$ cat src/rtl/imem_loader.sv
// Boot loader: receives a length-prefixed little-endian byte stream, writes it into instruction
// memory, then releases the core. Define IMEM_LOADER_CHECKSUM_EN to add a trailing checksum byte.
module imem_loader #(
    parameter int DEPTH  = 1024,
    parameter int ADDR_W = $clog2(DEPTH)
) (
    input  logic              clk,
    input  logic              rst,
    input  logic              rx_valid,
    input  logic [7:0]        rx_data,
    output logic              rx_ready,
    input  logic              reload,
    output logic              imem_we,
    output logic [ADDR_W-1:0] imem_addr,
    output logic [31:0]       imem_wdata,
    output logic              core_rst,
    output logic              done,
    output logic              err,
    output logic [2:0]        state_dbg
);

    // Handshake: a byte moves on a rising clk edge where rx_valid and rx_ready are both high;
    // rx_ready is high exactly while the loader is in a receiving state.
    typedef enum logic [2:0] {
        HDR0  = 3'd0,
        HDR1  = 3'd1,
        DATA  = 3'd2,
        CSUM  = 3'd3,
        RUN   = 3'd4,
        ERROR = 3'd5
    } state_t;

`ifdef IMEM_LOADER_CHECKSUM_EN
    localparam state_t AFTER_DATA = CSUM;
`else
    localparam state_t AFTER_DATA = RUN;
`endif
    localparam logic [16:0] DEPTH17 = 17'(DEPTH);

    state_t      state, nxt;
    logic [15:0] n;
    logic [15:0] wcnt;
    logic [1:0]  byte_cnt;
    logic [23:0] part;
    logic        xfer;
    logic [15:0] n_full;
    logic        last_byte;
`ifdef IMEM_LOADER_CHECKSUM_EN
    logic [7:0]  sum;
`endif

    assign state_dbg = state;

    always_comb begin
        xfer      = rx_valid && rx_ready;
        n_full    = {rx_data, n[7:0]};
        last_byte = (byte_cnt == 2'd3) && ((wcnt + 16'd1) == n);
        nxt       = state;
        case (state)
            HDR0: if (xfer) nxt = HDR1;
            HDR1: begin
                if (xfer) begin
                    if ({1'b0, n_full} > DEPTH17) nxt = ERROR;
                    else if (n_full == 16'd0)     nxt = AFTER_DATA;
                    else                          nxt = DATA;
                end
            end
            DATA: if (xfer && last_byte) nxt = AFTER_DATA;
`ifdef IMEM_LOADER_CHECKSUM_EN
            CSUM: if (xfer) nxt = (sum == rx_data) ? RUN : ERROR;
`endif
            RUN, ERROR: if (reload) nxt = HDR0;
            default: nxt = HDR0;
        endcase
    end

    always_ff @(posedge clk or negedge rst) begin
        if (!rst) begin
            state      <= HDR0;
            rx_ready   <= 1'b1;
            core_rst   <= 1'b1;
            done       <= 1'b0;
            err        <= 1'b0;
            imem_we    <= 1'b0;
            imem_addr  <= '0;
            imem_wdata <= '0;
            n          <= '0;
            wcnt       <= '0;
            byte_cnt   <= '0;
            part       <= '0;
`ifdef IMEM_LOADER_CHECKSUM_EN
            sum        <= '0;
`endif
        end else begin
            state    <= nxt;
            rx_ready <= (nxt != RUN) && (nxt != ERROR);
            core_rst <= (nxt != RUN);
            done     <= (nxt == RUN);
            err      <= (nxt == ERROR);
            imem_we  <= 1'b0;
            if (xfer) begin
                case (state)
                    HDR0: n[7:0]  <= rx_data;
                    HDR1: n[15:8] <= rx_data;
                    DATA: begin
`ifdef IMEM_LOADER_CHECKSUM_EN
                        sum <= sum + rx_data;
`endif
                        if (byte_cnt == 2'd3) begin
                            imem_we    <= 1'b1;
                            imem_addr  <= wcnt[ADDR_W-1:0];
                            imem_wdata <= {rx_data, part};
                            wcnt       <= wcnt + 16'd1;
                            byte_cnt   <= 2'd0;
                            part       <= '0;
                        end else begin
                            part[{byte_cnt, 3'b000} +: 8] <= rx_data;
                            byte_cnt <= byte_cnt + 2'd1;
                        end
                    end
                    default: ;
                endcase
            end
            // Restarting from RUN/ERROR discards everything learned about the previous image.
            if (reload && (state == RUN || state == ERROR)) begin
                n        <= '0;
                wcnt     <= '0;
                byte_cnt <= '0;
                part     <= '0;
`ifdef IMEM_LOADER_CHECKSUM_EN
                sum      <= '0;
`endif
            end
        end
    end

endmodule

$ cat config.mk
export PLATFORM = sky130hd
export DESIGN_NAME = imem_loader
export DESIGN_NICKNAME = d
export VERILOG_FILES = /design/src/rtl/imem_loader.sv
export SDC_FILE = /design/constraint.sdc
export NUM_CORES = 1
export LEC_CHECK = 0
export ABC_AREA = 1
export CAP_MARGIN = 30
export CORE_MARGIN = 10
export CORE_UTILIZATION = 35
export DETAILED_ROUTE_END_ITERATION = 8
export HOLD_SLACK_MARGIN = 0.05
export MAX_ROUTING_LAYER = met4
export SLEW_MARGIN = 30
export SYNTH_ARGS = -nofsm -noshare
export SYNTH_HDL_FRONTEND = slang
export SYNTH_SLANG_ARGS = --single-unit
$ cat constraint.sdc
create_clock -name clk -period 3.9 [get_ports clk]
set_clock_uncertainty 0.1 [all_clocks]
set_input_delay 0.585 -clock clk [delete_from_list [all_inputs] [get_ports clk]]
set_output_delay 0.585 -clock clk [all_outputs]
set_load 0.05 [all_outputs]
# Yosys cells after proc, flatten, opt, wreduce, memory -nomap -nowiden
# Index checks and enable logic that the tools add are counted.
# word_totals
memories	0
latchBits	0
regBits	108
mem_bits_ro	0
ramBits	0
wordCells	75
# op_classes
mux	27
order_cmp	1
n_reduce_logical	19
bitwise_logic	0
add_sub_neg	3
eq_ne	10
multipliers	0
div	0
shifts	2
# ops
cell	count
$mux W16	6
$mux W24	4
$bwmux W24	1
$shift A8 B7 Y24 const A	1
$shiftx A8 B7 Y24	1
$mux W3	6
$add A16 B1 Y16 const B	1
$eq A16 B16 Y1	1
$gt A16 B11 Y1 const B	1
$logic_not A16 Y1	1
$mux W8	2
$eq A3 B3 Y1 const B	4
$pmux W3 S4	1
$reduce_bool A2 Y1	5
$mux W2	4
$neg A5 Y7	1
$ne A3 B3 Y1 const B	2
$reduce_and A2 Y1	3
$reduce_and A3 Y1	2
$logic_and A1 B1 Y1	5
$eq A3 B1 Y1 const B	1
$eq A3 B2 Y1 const B	1
$logic_not A3 Y1	1
$mux W1	3
other kinds (4)	4

# Depth between registers and ports, before layout
# Gate-level depths: netlist of the first run.
# logic_depth
ltp_word	8
mapped_depth	15

# Worst setup path after synthesis of the first run
# OpenSTA, ideal clock, no wires.
# synth_path
path_kind	register -> register
from	register state[2] (netlist: state_dbg[2])
to	register part[23]
n_path_buf	1
arrival_time_ns	1.801
slack_ns	1.873
stages_incl_launch_ff	7
cell_sequence	dfrtp_1 -> nand3_1 -> inv_2 -> nor2_1 -> a21oi_1 -> buf_2 -> o21ai_0
# synth_between
elab_chain_len	5
word_cells_on_any_way	9
# synth_rtl
element	line_no	source
from (decl)	40	state_t state, nxt;
from (signal assigned)	95	state <= nxt;
$eq A3 B3 Y1	125	if (reload && (state == RUN || state == ERROR)) begin
$logic_or A1 B1 Y1	125	
$logic_and A1 B1 Y1	125	
$reduce_bool A2 Y1 (no line)	n/a	
$reduce_and A2 Y1 (no line)	n/a	
to (signal, indexed assignment)	117	part[{byte_cnt, 3'b000} +: 8] <= rx_data;
to (decl)	44	logic [23:0] part;
# Several ways; a longest one is shown, not always the timed one.
# A chain may end at the register's enable or synchronous reset.

# Worst setup path after layout of the first run
# layout_path
from	register state[1] (netlist: state_dbg[1])
to	output state_dbg[1]
# layout_rtl
element	line_no	source
to (decl)	19	output logic [2:0] state_dbg
# No word-level cell between the ends.

==> results of run 1 <==
-- registers in the layout, indices dropped and copies added (netlist names) --
signal,cells
byte_cnt,2
core_rst,1
done,1
err,1
imem_addr,10
imem_wdata,32
imem_we,1
n,16
part,24
rx_ready,1
state_dbg,3
wcnt,16
-- cell usage after synthesis (5+ instances only) --
cell type,instances,share of area [%]
o21ai_0,93,9.0
nor2_1,40,2.9
nand3_1,53,5.2
nand2_1,177,13
ha_1,5,1.2
a21oi_1,5,0.49
nand2_2,6,0.73
nand4_1,14,1.7
nor3_1,12,1.2
clkbuf_1,11,0.80
dfrtp_1,106,52
inv_1,87,6.3
-- power groups by stage --
stage          clock network, mW  logic, mW  registers (mW)
2_1_floorplan                  0      0.880            2.00
3_3_place_gp                   0       1.61            1.74
3_5_place_dp                   0       1.66            1.75
4_1_cts                    0.950       1.66            1.73
5_1_grt                     1.00       1.86            1.78
6_report                   0.926       1.66            1.73
-- per-layer routing --
metal  routed length [µm]  global-route usage, %  vias up
met4                  233                   4.51        0
met3                  592                   3.17       23
li1                     -                      -     2182
met2                 6530                   22.5      116
met5                    0                      -        -
met1                 6060                   17.6     2082
-- worst paths after layout --
| kind | start | depth (start not counted) | end |
|---|---|---|---|
| hold / removal | rst | 1 | imem_addr[3] |
| setup / recovery | state_dbg[1] | 1 | state_dbg[1] |
| hold reg to reg | imem_addr[3] | 2 | imem_addr[3] |
| setup reg to reg | wcnt[0] | 13 | done |
| max in group asynchronous | rst | 2 | part[10] |
| min in group clk | imem_addr[3] | 2 | imem_addr[3] |
-- final cells by class --
type / count / area (µm²)
fillers: 1450 / 8230
clock buffers: 12 / 246
repair buffers: 64 / 634
clock inverters: 4 / 50.0
multi-input cells: 427 / 2040
well taps: 184 / 230
inverters: 92 / 345
flip-flops and latches: 108 / 2710
-- cells by family (layout without fill, tap and decap cells) --
family          Yosys count  count (layout)  synth area share, %
compound gates          103             103                 10.2
xor+xnor                  1               1                0.170
flops                   108             108                 52.6
fa+ha+maj                 5               5                 1.22
buf+inv                 107             172                 7.95
simple gates            318             318                 27.9
-- metrics by stage --
step           cells  setup slack [ns]
2_1_floorplan    642              1.87
3_3_place_gp     875              1.13
3_5_place_dp     875              1.05
4_1_cts          891              1.41
5_1_grt          891              1.44
6_report         891              1.51
==> results.sh, run 1 <==
export IMPL_outcome="finished clean"
export IMPL_coreArea_um2=14500
export IMPL_mostFrequentLayoutCells="nand2_1 (176), dfrtp_1 (106), o21ai_0 (93), inv_1 (87), clkdlybuf4s50_1 (60)"
export IMPL_ys_warn_count=0
export IMPL_vdd_drop_max_uv=332
export IMPL_synth_edff_count=0
export IMPL_avgSynthCellArea_um2=8.02
export IMPL_drv_slew=0
export IMPL_syn_area_um2=5150
export IMPL_grt_util_all_layers_pct=14.2
export IMPL_powerDensity_nw_per_um2=690
export IMPL_wl_per_cell_um=15.1
export IMPL_grt_overflow=0
export IMPL_p_int_mw=2.49
export IMPL_start_util_pct=35.5
export IMPL_post_drt_via_cell_ratio=4.94
export IMPL_grt_first_pass_wirelength_um=22500
export IMPL_grt_pass1_vias=4388
export IMPL_setup_viol=0
export IMPL_ys_ff_latch=108
export IMPL_cts_buffer_depth=2
export IMPL_worst_pin_slew_ns=0.968
export IMPL_worst_path_buf_inv=1
export IMPL_cp_end_kind="primary output"
export IMPL_path_class="register to primary output"
export IMPL_r2r_slack_ns=1.67
export IMPL_fin_area_um2=6250
export IMPL_first_iter_violations=295
export IMPL_slowest_delay_ns=0.86
export IMPL_final_common_cell="nand2_1"
export IMPL_die_h_um=141
export IMPL_period_minus_slack_ns=2.39
export IMPL_fmax_ghz=0.419
export IMPL_swShare_pct=42.2
export IMPL_required_ns=3.21
export IMPL_switching_power_mw=1.82
export IMPL_combPwrFrac_pct=38.4
export IMPL_path_delay_family="buffers and inverters"
export IMPL_clockPowerShare_pct=21.5
export IMPL_postCtsHoldBufs=0
export IMPL_p_total_mw=4.32
export IMPL_diodes=0
export IMPL_worstPathArrival_ns=1.70
export IMPL_p_leak_nw=2.97
export IMPL_relSlewSlack_pct=34.8
export IMPL_worstHoldPathType="input port to async pin"
export IMPL_yosysSeqAreaShare_pct=52.6
export IMPL_async_reset_ff_share_pct=100
export IMPL_hold_viol_final=0
export IMPL_start_kind="register"
export IMPL_min_period_over_period_pct=61.2
export IMPL_vias=4403
export IMPL_cts_repair_resize_count=0
export IMPL_cp_slowest_cell="clkdlybuf4s50_1"
export IMPL_gp_congestion=0.890
export IMPL_fin_hold_ws_ns=0.163
export IMPL_route_detailed_drc=0
export IMPL_clkLatencyLatePin_ns=0.35
export IMPL_cts_buffers=9
export IMPL_ys_types=26
export IMPL_final_antenna_net_count=0
export IMPL_h_tree_depth=3
export IMPL_layout_nets=719
export IMPL_syn_to_final_growth_pct=21.5
export IMPL_port_buffers=61
export IMPL_cts_root_buf="clkbuf_16"
export IMPL_tns_ns=0
export IMPL_synthCells=642
export IMPL_rows=44
export IMPL_antenna_found_initial=0
export IMPL_cts_tree="yes"
export IMPL_grt_max_degree=83
export IMPL_cts_num_sinks=108
export IMPL_cp_cell_sequence="clkdlybuf4s50_1"
export IMPL_drtPass1Iterations=6
export IMPL_post_cts_buffers=0
export IMPL_synthFlopType="dfrtp_1"
export IMPL_clk_pin_slew_ns=0.07
export IMPL_layout_drive_gt1_share_pct=6.79
export IMPL_final_core_util_pct=43.2
export IMPL_place_area_um2=5950
export IMPL_io_pins=62
export IMPL_cp_max_fo=6
export IMPL_synth_nets=659
export IMPL_drv_cap=0
export IMPL_die_w_um=141
export IMPL_p_seq_share_pct=40.1
export IMPL_routed_wl_um=13400
export IMPL_hpwlAfterDp_um=9750
export IMPL_fp_dieArea_um2=20000
export IMPL_rsz0062_at_grt="no"
No activity file was read; power rests on OpenSTA's default activity.
==> run 2, diff against run 1 <==
- clock period: 3.9 -> 2.4 ns (I/O delays scaled with it)
==> run 2 against run 1 <==
  * Power is 64% higher
  * Cell count is 1.3% higher
  * Clock power grew 60%
  * Wire length is 3.5% higher
  * Register-to-register slack worse by 1.4 ns
  * Non-clock buffer count grew 13
  * Sequential power up 63%
  * Global-route usage up 0.51 points
  * Final area rose by 2.0%
  * Via count increased by 1.4%
  * Setup slack worse by 1.3 ns
==> results.sh, run 2 (synthesis results as in run 1) <==
export IMPL_first_iter_violations=389
export IMPL_final_cells=903
export IMPL_cts_tree="yes"
export IMPL_cp_cell_sequence="clkdlybuf4s50_1"
export IMPL_hold_start="imem_wdata[6]"
export IMPL_wl_per_cell_um=15.4
export IMPL_layout_drive_gt1_share_pct=8.48
export IMPL_grt_util_all_layers_pct=14.7
export IMPL_final_common_cell="nand2_1"
export IMPL_clk_pin_slew_ns=0.07
export IMPL_routed_wl_um=13900
export IMPL_fp_dieArea_um2=20000
export IMPL_layout_nets=732
export IMPL_fin_hold_ws_ns=0.384
export IMPL_timing_rr_start="wcnt[1]"
export IMPL_rsz0062_at_grt="no"
export IMPL_cts_num_sinks=108
export IMPL_cts_buffer_depth=2
export IMPL_antenna_found_initial=0
export IMPL_slowest_delay_ns=0.86
export IMPL_worstHoldPathType="register to register"
export IMPL_outcome="finished clean"
export IMPL_post_cts_buffers=0
export IMPL_grt_first_pass_wirelength_um=22900
export IMPL_hold_viol_final=0
export IMPL_gp_congestion=0.884
export IMPL_worst_path_buf_inv=1
export IMPL_h_tree_depth=3
export IMPL_io_pins=62
export IMPL_cts_buffers=9
export IMPL_route_detailed_drc=0
export IMPL_tns_ns=0
export IMPL_drtPass1Iterations=5
export IMPL_cp_max_fo=6
export IMPL_grt_pass1_vias=4656
export IMPL_syn_to_final_growth_pct=23.9
export IMPL_final_antenna_net_count=0
export IMPL_drv_slew=0
export IMPL_rows=44
export IMPL_min_period_over_period_pct=90.1
export IMPL_largest_register_ffs=32
export IMPL_post_drt_via_cell_ratio=4.95
export IMPL_regMostFlops="imem_wdata"
export IMPL_start_kind="register"
export IMPL_vdd_drop_max_uv=384
export IMPL_period_minus_slack_ns=2.16
export IMPL_vias=4466
export IMPL_dp_slack_ns=0.159
export IMPL_grt_max_degree=56
export IMPL_fmax_ghz=0.462
export IMPL_p_leak_nw=3.04
export IMPL_port_buffers=61
export IMPL_worstPathArrival_ns=1.70
export IMPL_die_w_um=141
export IMPL_final_core_util_pct=44.0
export IMPL_powerDensity_nw_per_um2=1110
export IMPL_crit_path_start="state_dbg[1]"
export IMPL_diodes=0
export IMPL_grt_overflow=0
export IMPL_cp_slowest_cell="clkdlybuf4s50_1"
export IMPL_setup_viol=0
export IMPL_largestRegisters="imem_wdata (32), part (24)"
export IMPL_fillers=1454
export IMPL_hpwlAfterDp_um=10400
export IMPL_start_util_pct=35.5
export IMPL_path_class="register to primary output"
export IMPL_dp_cells=887
export IMPL_required_ns=1.94
export IMPL_mostFrequentLayoutCells="nand2_1 (176), dfrtp_1 (105), o21ai_0 (93), inv_1 (87), clkdlybuf4s50_1 (60)"
export IMPL_path_delay_family="buffers and inverters"
export IMPL_cp_end_kind="primary output"
export IMPL_fin_area_um2=6380
export IMPL_drv_cap=0
export IMPL_relSlewSlack_pct=63.4
export IMPL_die_h_um=141
export IMPL_fin_ws_ns=0.238
export IMPL_clkLatencyLatePin_ns=0.36
export IMPL_coreArea_um2=14500
export IMPL_cts_root_buf="clkbuf_16"
export IMPL_place_area_um2=6070
export IMPL_p_total_mw=7.07
export IMPL_worst_pin_slew_ns=0.549
[run 2: cell count changes in the layout (fill, tap and decap cells not counted), moves of 2 or more]
cell | before | now
buf_12 | 0 | 3
a21oi_2 | 2 | 0
clkbuf_1 | 2 | 0
a21oi_1 | 3 | 5
buf_4 | 3 | 13
[run 2: timing repair]
item	CTS	global route
hold buffers	1	0
hold endpoints to repair	39	0
gates resized for setup	0	2
setup endpoints to repair	0	1
[run 2: worst paths after layout]
| check | end | slack [ns] | depth (start not counted) |
|---|---|---|---|
| worst max-delay path | state_dbg[1] | 0.24 | 1 |
| worst min-delay path | imem_wdata[6] | 0.38 | 2 |
| worst max register to register | err | 0.27 | 13 |
| worst min register to register | imem_wdata[6] | 0.38 | 2 |
| max in group asynchronous | imem_wdata[31] | 1.04 | 3 |
| min in group asynchronous | imem_addr[4] | 0.43 | 2 |
[run 2: final cells by class]
class	count	area [µm²]	share of cell area, %
sequential	108	2710	42.4
multi-input combinational	427	2040	31.9
timing repair buffer	77	768	12.0
inverter	92	345	5.41
tap	184	230	3.61
clock buffer	9	225	3.53
clock inverter	6	65.1	1.02
[run 2: metal layers]
layer | up-vias | GRT usage [%] | share of wire, %
li1 | 2195 | - | -
met1 | 2151 | 17.0 | 44
met2 | 94 | 23.7 | 49
met3 | 26 | 3.47 | 4.3
met4 | 0 | 6.90 | 2.7
met5 | - | - | 0
[run 2: worst reg2reg max path: cells and delay by family (launching register included)]
kind	cells	cell delay, ns
simple gates	11	1.26
buf+inv	1	0.06
fa+ha+maj	1	0.23
flops	1	0.41
[run 2: where the power goes]
part,switching (mW),internal (mW)
clock,0.679,0.805
sequential,0.429,2.39
combinational,1.89,0.872
==> run 3, diff against run 2 <==
- CORE_MARGIN: 10 -> default
==> run 3 against run 2 <==
  * Setup slack gained 0.0015 ns
  * First-iteration DRC count shrank 5.7%
  * Global-route usage grew 4.7 points
  * Cell count shrank 0.11%
  * Final area grew 0.45%
  * Fmax is essentially flat
  * Clock power grew 8%
  * Wire length shrank 7.1%
  * Critical path type is now register to register
  * Largest cell class unchanged
  * Highest routed layer unchanged
==> results.sh, run 3 (synthesis results as in run 1) <==
export IMPL_die_h_um=123
export IMPL_cts_root_buf="clkbuf_16"
export IMPL_wl_per_cell_um=14.3
export IMPL_setup_viol=0
export IMPL_relSlewSlack_pct=63.3
export IMPL_hold_viol_final=0
export IMPL_grt_util_all_layers_pct=19.4
export IMPL_drv_cap=0
export IMPL_diodes=0
export IMPL_p_leak_nw=3.07
export IMPL_vdd_drop_max_uv=559
export IMPL_gp_congestion=0.934
export IMPL_antenna_found_initial=0
export IMPL_dp_slack_ns=0.192
export IMPL_outcome="finished clean"
export IMPL_fmax_ghz=0.463
export IMPL_cp_max_fo=6
export IMPL_worstPathArrival_ns=2.35
export IMPL_grt_pass1_vias=4404
export IMPL_fp_dieArea_um2=15200
export IMPL_routed_wl_um=12900
export IMPL_port_buffers=61
export IMPL_worst_pin_slew_ns=0.550
export IMPL_cp_end_kind="register"
export IMPL_worstHoldPathType="register to register"
export IMPL_path_class="register to register"
export IMPL_start_kind="register"
export IMPL_required_ns=2.59
export IMPL_hpwlAfterDp_um=9660
export IMPL_clkLatencyLatePin_ns=0.35
export IMPL_cts_num_sinks=108
export IMPL_final_common_cell="nand2_1"
export IMPL_syn_to_final_growth_pct=24.5
export IMPL_cts_tree="yes"
export IMPL_cts_buffers=9
export IMPL_rsz0062_at_grt="no"
export IMPL_largestRegisters="imem_wdata (32), part (24)"
export IMPL_io_pins=62
export IMPL_drv_slew=0
export IMPL_period_minus_slack_ns=2.16
export IMPL_route_detailed_drc=0
export IMPL_grt_first_pass_wirelength_um=21700
export IMPL_grt_max_degree=42
export IMPL_min_period_over_period_pct=90.0
export IMPL_start_util_pct=36.5
export IMPL_mostFrequentLayoutCells="nand2_1 (176), dfrtp_1 (106), o21ai_0 (93), inv_1 (87), clkdlybuf4s50_1 (60)"
export IMPL_tns_ns=0
export IMPL_die_w_um=123
export IMPL_layout_drive_gt1_share_pct=8.59
export IMPL_powerDensity_nw_per_um2=1120
export IMPL_grt_overflow=0
export IMPL_regMostFlops="imem_wdata"
export IMPL_cts_buffer_depth=2
export IMPL_drtPass1Iterations=5
export IMPL_post_drt_via_cell_ratio=4.92
export IMPL_fin_ws_ns=0.239
export IMPL_vias=4440
export IMPL_largest_register_ffs=32
export IMPL_coreArea_um2=14100
export IMPL_rows=43
export IMPL_layout_nets=734
export IMPL_clk_pin_slew_ns=0.07
export IMPL_h_tree_depth=3
export IMPL_first_iter_violations=367
export IMPL_final_antenna_net_count=0
-- run 3: cell types whose count changed in the layout (fill, tap and decap cells not counted), sizes merged --
cell | before | now
bufinv | 1 | 2
inv | 92 | 94
buf | 16 | 18
clkinv | 4 | 2
clkbuf | 9 | 10
clkinvlp | 1 | 0
-- run 3: cell type report --
| class | count | area (µm²) |
|---|---|---|
| multi-input combinational | 427 | 2040 |
| tap | 180 | 225 |
| timing repair buffer | 79 | 771 |
| clock buffer | 10 | 229 |
| clock inverter | 6 | 93.8 |
| fill | 1409 | 7690 |
| inverter | 92 | 345 |
| sequential | 108 | 2710 |
-- run 3: report_power, final --
group	total [mW]	internal, mW	switching, mW
clock network	1.60	0.928	0.671
logic	2.74	0.870	1.87
registers	2.82	2.39	0.428
total	7.16	4.19	2.97
-- run 3: per-stage QoR --
stage / area [µm²] / total power [mW] / utilization, % / std cells / hold slack [ns]
global placement: 6070 / 5.52 / 43.1 / 885 / 0.270
floorplan: 5150 / 4.67 / - / 642 / -0.0356
CTS: 6400 / 7.22 / 45.4 / 902 / 0.386
detailed placement: 6070 / 5.58 / 43.1 / 885 / 0.280
finish: 6410 / 7.16 / 45.4 / 902 / 0.379
global route: 6410 / 7.69 / 45.4 / 902 / 0.404
-- run 3: what timing repair did --
| action | CTS | global route |
|---|---|---|
| buffers inserted | 0 | 0 |
| endpoints found under the setup margin | 0 | 2 |
| hold buffers | 1 | 0 |
| resized for setup | 0 | 1 |
| hold endpoints to repair | 34 | 0 |
-- run 3: routing by layer --
metal | track usage (%) | routed length, µm | up-vias | part of all wire [%]
met5 | - | 0 | - | 0
met4 | 6.63 | 212 | 0 | 1.6
met3 | 3.74 | 485 | 20 | 3.8
met2 | 31.7 | 6330 | 108 | 49
met1 | 23.9 | 5860 | 2103 | 45
li1 | - | - | 2209 | -
-- run 3: final timing paths --
kind | from | end | slack [ns] | cells past startpoint
max | wcnt[1] | done | 0.24 | 13
min | part[5] | imem_wdata[5] | 0.38 | 2
max reg2reg | wcnt[1] | done | 0.24 | 13
min reg2reg | part[5] | imem_wdata[5] | 0.38 | 2
max in group asynchronous | rst | part[8] | 1.12 | 3
min in group asynchronous | rst | wcnt[4] | 0.44 | 2
-- run 3: worst max-delay path: stages, from the launching register on --
cell     delay, ns
dfrtp_1       0.44
ha_2          0.26
nand3_1       0.16
nor2_4        0.20
nand4_1       0.14
nand3_1       0.12
nand2_1       0.05
nor2_1        0.09
nand2_1       0.08
nor2_2        0.15
nand3_2       0.10
nand3_2       0.11
nand2_2       0.07
inv_2         0.04
